**src/rtl/branch_predictor_btb.sv**
```systemverilog
// Direct-mapped BTB with 2-bit direction counters and branch statistics.
// Ports:
//   clk, rst (async active-low)
//   fetch_pc -> pred_taken, pred_target (same-cycle lookup)
//   upd_* : one decode-stage resolution per cycle; mispredict is combinational
//   inv : clear all valid bits; branch_cnt / mispred_cnt : saturating stats
module branch_predictor_btb #(
    parameter int XLEN      = 32,
    parameter int ENTRIES   = 16,
    parameter int TAG_W     = 8,
    parameter int CNT_W     = 32,
    parameter int PRED_MODE = 1
) (
    input  logic             clk,
    input  logic             rst,
    input  logic [XLEN-1:0]  fetch_pc,
    output logic             pred_taken,
    output logic [XLEN-1:0]  pred_target,
    input  logic             upd_valid,
    input  logic [XLEN-1:0]  upd_pc,
    input  logic             upd_taken,
    input  logic [XLEN-1:0]  upd_target,
    input  logic             upd_pred_taken,
    input  logic [XLEN-1:0]  upd_pred_target,
    output logic             mispredict,
    input  logic             inv,
    output logic [CNT_W-1:0] branch_cnt,
    output logic [CNT_W-1:0] mispred_cnt
);

    localparam int IDX_W = $clog2(ENTRIES);
    localparam logic [CNT_W-1:0] CNT_ONE = {{(CNT_W-1){1'b0}}, 1'b1};

    logic [ENTRIES-1:0] valid_q;
    logic [TAG_W-1:0]   tag_q [ENTRIES];
    logic [XLEN-1:0]    tgt_q [ENTRIES];
    logic [1:0]         ctr_q [ENTRIES];

    logic [IDX_W-1:0] f_idx;
    logic [IDX_W-1:0] u_idx;
    logic [TAG_W-1:0] f_tag;
    logic [TAG_W-1:0] u_tag;
    logic             f_hit;
    logic             u_hit;
    logic [1:0]       u_ctr;

    // Byte offset and bits above the tag do not take part in the lookup.
    logic unused_pc_bits;
    assign unused_pc_bits = ^{fetch_pc, upd_pc};

    assign f_idx = fetch_pc[IDX_W+1:2];
    assign f_tag = fetch_pc[IDX_W+1+TAG_W:IDX_W+2];
    assign u_idx = upd_pc[IDX_W+1:2];
    assign u_tag = upd_pc[IDX_W+1+TAG_W:IDX_W+2];

    // Lookup reads registered state only: a same-cycle update is not bypassed.
    assign f_hit = valid_q[f_idx] && (tag_q[f_idx] == f_tag);
    assign u_hit = valid_q[u_idx] && (tag_q[u_idx] == u_tag);
    assign u_ctr = ctr_q[u_idx];

    assign pred_taken  = (PRED_MODE == 1) && f_hit && ctr_q[f_idx][1];
    assign pred_target = f_hit ? tgt_q[f_idx] : '0;

    assign mispredict = upd_valid &&
                        ((upd_pred_taken != upd_taken) ||
                         (upd_taken && (upd_pred_target != upd_target)));

    always_ff @(posedge clk or negedge rst) begin
        if (!rst) begin
            valid_q <= '0;
            for (int i = 0; i < ENTRIES; i++) begin
                tag_q[i] <= '0;
                tgt_q[i] <= '0;
                ctr_q[i] <= 2'b01;
            end
        end else begin
            if (upd_valid) begin
                if (u_hit) begin
                    if (upd_taken) begin
                        ctr_q[u_idx] <= (u_ctr == 2'b11) ? 2'b11 : u_ctr + 2'd1;
                        tgt_q[u_idx] <= upd_target;
                    end else begin
                        ctr_q[u_idx] <= (u_ctr == 2'b00) ? 2'b00 : u_ctr - 2'd1;
                    end
                end else if (upd_taken) begin
                    // Allocate over whatever occupies the slot, weakly taken.
                    valid_q[u_idx] <= 1'b1;
                    tag_q[u_idx]   <= u_tag;
                    tgt_q[u_idx]   <= upd_target;
                    ctr_q[u_idx]   <= 2'b10;
                end
            end
            // Later assignment wins: invalidate overrides a same-cycle allocate.
            if (inv) begin
                valid_q <= '0;
            end
        end
    end

    always_ff @(posedge clk or negedge rst) begin
        if (!rst) begin
            branch_cnt  <= '0;
            mispred_cnt <= '0;
        end else begin
            if (upd_valid && !(&branch_cnt)) begin
                branch_cnt <= branch_cnt + CNT_ONE;
            end
            if (mispredict && !(&mispred_cnt)) begin
                mispred_cnt <= mispred_cnt + CNT_ONE;
            end
        end
    end

endmodule
```
**config.mk**
```make
export PLATFORM = sky130hd
export DESIGN_NAME = branch_predictor_btb
export DESIGN_NICKNAME = d
export VERILOG_FILES = /design/src/rtl/branch_predictor_btb.sv
export SDC_FILE = /design/constraint.sdc
export NUM_CORES = 1
export LEC_CHECK = 0
export ABC_CLOCK_PERIOD_IN_PS = 4400
export BUFFER_PORTS_ARGS = -buffer_cell sky130_fd_sc_hd__buf_4
export CAP_MARGIN = 30
export CORE_ASPECT_RATIO = 1.2
export CORE_UTILIZATION = 61
export CTS_CLUSTER_SIZE = 40
export DETAILED_ROUTE_END_ITERATION = 8
export PLACE_DENSITY = 0.83
export REMOVE_ABC_BUFFERS = 1
export SYNTH_ARGS = -nofsm -noshare
export SYNTH_HDL_FRONTEND = slang
export SYNTH_SLANG_ARGS = --single-unit
```
**constraint.sdc**
```tcl
create_clock -name clk -period 4.4 [get_ports clk]
set_clock_uncertainty 0.15 [all_clocks]
set_input_delay 0.44 -clock clk [delete_from_list [all_inputs] [get_ports clk]]
set_output_delay 0.44 -clock clk [all_outputs]
set_load 0.01 [all_outputs]
```
Word-level counts from Yosys, hierarchy flattened
Index checks and enable logic that the tools add are counted.
Cells by class
  $add $sub $neg: 4
  equality and inequality tests: 6
  magnitude comparators: 6
  mux-type cells: 41
  bitwise gates (word level): 7
  reductions and logical operators: 22
Operators by type and width (number)
  $bwmux W512: 1
  $mux W32: 7
  $bmux W32 S4: 1
  $bwmux W128: 1
  $demux W32 S4: 1
  $add A32 B1 Y32 const B: 2
  $bmux W8 S4: 2
  $bwmux W32: 2
  $mux W16: 4
  $reduce_and A32 Y1: 2
  $mux W8: 5
  $demux W8 S4: 1
  $ne A32 B32 Y1: 1
  $or A16 B16 Y16: 2
  $and A16 B16 Y16: 1
  $bmux W2 S4: 2
  $eq A8 B8 Y1: 2
  $not A16 Y16: 1
  $mux W2: 7
  $ge A5 B5 Y1 const B: 2
  $lt A4 B5 Y1 const B: 2
  $not A4 Y5: 2
  $logic_and A1 B1 Y1: 9
  $bmux W1 S4: 2
  17 further kinds: 24
Storage, ports and cells
  output and inout port bits: 98
  flip-flop bits (word level): 752
  logic and storage cells: 137
  bits of input ports: 134

Logic depth before layout (Yosys ltp)
  word-level depth: 9
  gate-level depth with buffers: 14
  gate-level depth less buffers: 8

Least setup slack after synthesis
Ideal clock, no wire load.
  kind: input -> output
  start: in fetch_pc[2]
  end: out pred_taken
  arrival time: 3.017 ns
  buffers on the path: 5
  stages on the path: 8
  required time: 3.810 ns
  path slack: 0.793 ns
  path through: buf_2 buf_2 clkbuf_1 buf_1 buf_2 mux4_2 mux4_2 nor2b_1
Between the ends
  longest elaborated chain between the ends: 7
  elaborated cells on any way between the ends: 12
  those cells by class: eq/ne (1); mux (8); bitwise (1); reduce/logical (2)
Ends and longest elaborated chain
  from (decl): RTL line 16  | input logic [XLEN-1:0] fetch_pc,
  $not A4 Y5 (not written as such): RTL line 57, 61
  $bmux W8 S4: RTL line 57  | assign f_hit = valid_q[f_idx] && (tag_q[f_idx] == f_tag);
  $mux W8 (not written as such) (2 in series): RTL line 57
  $eq A8 B8 Y1: RTL line 57
  $logic_and A1 B1 Y1: RTL line 57
  $logic_and A1 B1 Y1 *: RTL line 61  | assign pred_taken = (PRED_MODE == 1) && f_hit && ctr_q[f_idx][1];
  to (decl): RTL line 17  | output logic pred_taken,
Mark *: on every way between the ends. The rest lies on a longest branch, timed or not. The select of a mux whose other input is x is not followed.

Worst setup path after layout
  start: reg tag_q[37] (netlist bit)
  end: out pred_target[9]
Between the ends
  longest elaborated chain between the ends: 6
Ends and longest elaborated chain
  from (decl): RTL line 35  | logic [TAG_W-1:0] tag_q [ENTRIES];
  from (signal, indexed assignment): RTL line 88  | tag_q[u_idx] <= u_tag;
  $bmux W8 S4: RTL line 57
  $mux W8 (not written as such) (2 in series): RTL line 57
  $eq A8 B8 Y1: RTL line 57
  $logic_and A1 B1 Y1: RTL line 57
  $mux W32: RTL line 62  | assign pred_target = f_hit ? tgt_q[f_idx] : '0;
  to (decl): RTL line 18  | output logic [XLEN-1:0] pred_target,
No other way between the ends. The select of a mux whose other input is x is not followed.

==> summary.md <==
| Metric | Value |
|---|---|
| Outcome | finished, final reports clean |
| Maxcap violations | 0 |
| Gpl congestion | 0.881 |
| EDFF count, synth | 0 |
| CTS tree | built |
| Cell Area, Synth | 36000 um^2 |
| Post-Synthesis Cells | ~2.3k |
| Power per Cell Area | 456 nW/um^2 |
| Crit Path Max Fanout | 33 |
| Vias in the first global route | ~24k |
| Synth Register Bits | 752 |
| Initial detailed-routing violation count | 1778 |
| CP Capture Type | output pin |
| Layout Cells excl Fill | 3357 |
| Die Span X | 224 um |
| Postcts setup bufs | 0 |
| Via-to-Cell Ratio | 6.52 |
| WHS | 0.0298 ns |
| Antenna violations before repair | 5 |
| CTS root buf | clkbuf_16 |
| DPL Wire Length | between 50000 and 60000 um |
| Via count | 21.9k |
| Insertion delay to the later sink of the worst-skew pair | 0.63 ns |
| Unrepaired setup endpoints after global routing | false |
| Die footprint | 60000 um^2 |
| Final wirelength | ~92000 um |
| Hold_sp | inv |
| Final min period | about 4.2 ns |
| Critical Path Source | tag_q[37] |
| CP required | 3.81 ns |
| Fmax | 237 MHz |
| Worst Slack Setup Final | around 0.18 ns |
| Die Y | about 270 um |
| R2r startpoint | tag_q[122] |
| Overall power | 18.7 mW |
| Slew headroom | 0.391 |
| Top post-synthesis cells by area | dfrtp_1 (51%), mux2_2 (20%), mux4_2 (15%) |
| Gr usage total | 0.314 |
| Sink Count | 752 |
| Placed insts | 3220 |
| Pin slew with the least headroom to its limit | between 0.9 and 1 ns |
| Post-synth top area cell | dfrtp_1 |
| Worst hold path depth | 2 |
| Setup crit start kind | flip-flop |
| Max VDD drop | 0.345 mV |
| Cell variety after synth | between 50 and 60 |
| FFs w/ async S/R, synth | 1.00 |
| Storage cell area | 18800 um^2 |
| P_leak | between 15 and 20 nW |
| Grt total ovfl | 0 |
| Syn. warnings | 0 |
| Max-slew violations | 0 |
| CP arrival | 3.63 ns |
| Remaining antenna violation count | 0 |
| Area of the multi-input gates | 16400 um^2 |
| DRC | 0 |
| Initial core utilization | 0.616 |
| Reg2reg path depth | 10 |
| Main flop type after synthesis | dfrtp_1 |
| Final setup violation count | 0 |
| Setup TNS | 0 ns |
| Final Util | 0.702 |
| Area fraction of the dominant cell type after synthesis | 0.512 |
| H-tree levels | 3 |
| Tcrit/Tclk final | 0.958 |
| Port Buffer Count | between 150 and 200 |
| Post-synthesis sequential area ratio | 0.524 |
| First-pass iteration count of the detailed router | 5 |
| Design area | approximately 40000 um^2 |
| Cell Rows | a little under 100 |
| Syn-to-layout area delta | 13.9% |
| Post-DP Area | 38400 um^2 |
| Final hold vios | 0 |
| Filler Cell Count | 3721 |
| Critical path class | reg2out |
| Syn_area_per_cell | around 15 um^2 |
| Clock Pin Slew Worst Setup and Hold Paths | 0.06 ns |
| Io pins | 232 |
| Dpl ws | 0.298 ns |
| Min-delay worst type | in2reg |
| Avg WL per Cell | 27.3 um |
| Nets@finish | 2642 |
| Cts bufs inserted | between 70 and 80 |
| Largest net degree at the start of global routing | 121 |
| Core area | 58400 um^2 |
| CTS Buffer Depth | 3 |
| Share of post-route cells with drive strength above 1 | 0.522 |
| First-pass GRT wire length | 141000 um |
==> critical path: stages (launching register included) <==
cell     delay [ns]
dfrtp_1        0.39
mux4_2         0.48
mux4_2         0.49
xor2_1         0.21
nor4_2         0.44
nand3_2        0.16
buf_12         0.22
nor2b_1        0.39
buf_4          0.20
==> cells in the final DEF, fill, tap and decap left out, drive strengths merged, types with 3 or more instances in the layout <==
master,instances
a211oi,4
a21oi,4
a221oi,4
a22oi,11
a2bb2oi,8
a32o,7
and2,5
and3,13
and4,7
buf,263
bufinv,7
clkbuf,109
clkinv,16
dfrtp,736
dfstp,16
inv,32
mux2,650
mux2i,31
mux4,242
nand2,41
nand3,26
nand4,25
nand4b,3
nor2,43
nor2b,40
nor3,30
nor4,14
o2111ai,8
o21ai,8
o21ba,16
o22ai,5
o2bb2ai,9
xnor2,56
xor2,57
==> Yosys cell counts (all sizes together), types with 2 or more instances <==
library cell / number
a211oi: 4
a21oi: 4
a221oi: 4
a22oi: 11
a2bb2oi: 8
a32o: 7
and2: 5
and3: 13
and4: 7
buf: 47
clkbuf: 134
dfrtp: 736
dfstp: 16
ha: 2
inv: 29
maj3: 2
mux2: 650
mux2i: 31
mux4: 242
nand2: 41
nand2b: 2
nand3: 26
nand4: 25
nand4b: 3
nor2: 43
nor2b: 40
nor3: 30
nor4: 14
o2111ai: 8
o21ai: 8
o21ba: 16
o22ai: 5
o2bb2ai: 9
o31a: 2
xnor2: 56
xor2: 57
==> layer usage <==
metal | share of wire | wire length (um) | global-route usage | vias to the layer above
met5 | 0.00042 | 38 | 0 | -
met2 | 0.51 | 46500 | 0.522 | 894
met3 | 0.069 | 6340 | 0.0596 | 237
li1 | - | - | - | 9084
met1 | 0.38 | 35200 | 0.405 | 11664
met4 | 0.038 | 3520 | 0.138 | 6
==> repair_timing <==
| item | in CTS | in global routing |
|---|---|---|
| gates resized for setup | 0 | 1 |
| hold endpoints to repair | 98 | 0 |
| endpoints found under the setup margin | 0 | 1 |
| hold buffers | 1 | 0 |
==> cell type report <==
class / instances / share of cell area
clock buffers: 109 / 0.0536
multi-input cells: 1383 / 0.399
repair buffers: 264 / 0.0525
diodes: 2 / 0.000122
well taps: 792 / 0.0242
inverters: 30 / 0.00275
flip-flops and latches: 752 / 0.459
clock inverters: 25 / 0.00848
==> worst paths after layout <==
path	to	slack [ns]
setup / recovery	pred_target[9]	0.18
hold / removal	valid_q[11]	0.03
setup reg to reg	ctr_q[7]	0.88
hold reg to reg	ctr_q[8]	0.33
max in group asynchronous	tgt_q[179]	2.54
min in group asynchronous	tag_q[80]	0.36
==> state kept, by name, indices dropped and copies added (netlist names) <==
name / cells
tag_q: 128
mispred_cnt: 32
tgt_q: 512
valid_q: 16
ctr_q: 32
branch_cnt: 32
==> cell families (layout without fill, tap and decap cells) <==
group / count (synthesis) / in the layout / synth area share
and+or+nand+nor: 252 / 252 / 0.0387
adders and majority gates: 4 / 4 / 0.00125
other: 0 / 2 / 0
buffers and inverters: 211 / 428 / 0.0246
AOI/OAI and AO/OA: 91 / 91 / 0.0209
DFF: 752 / 752 / 0.524
muxes: 923 / 923 / 0.363
xor gates and xnor gates: 113 / 113 / 0.0275
==> power breakdown <==
group          internal, mW  switching [mW]
sequential             8.13           0.760
clock                  3.89            2.75
combinational          1.93            1.23
total                  14.0            4.73
Power figures use the tool's default switching activity.
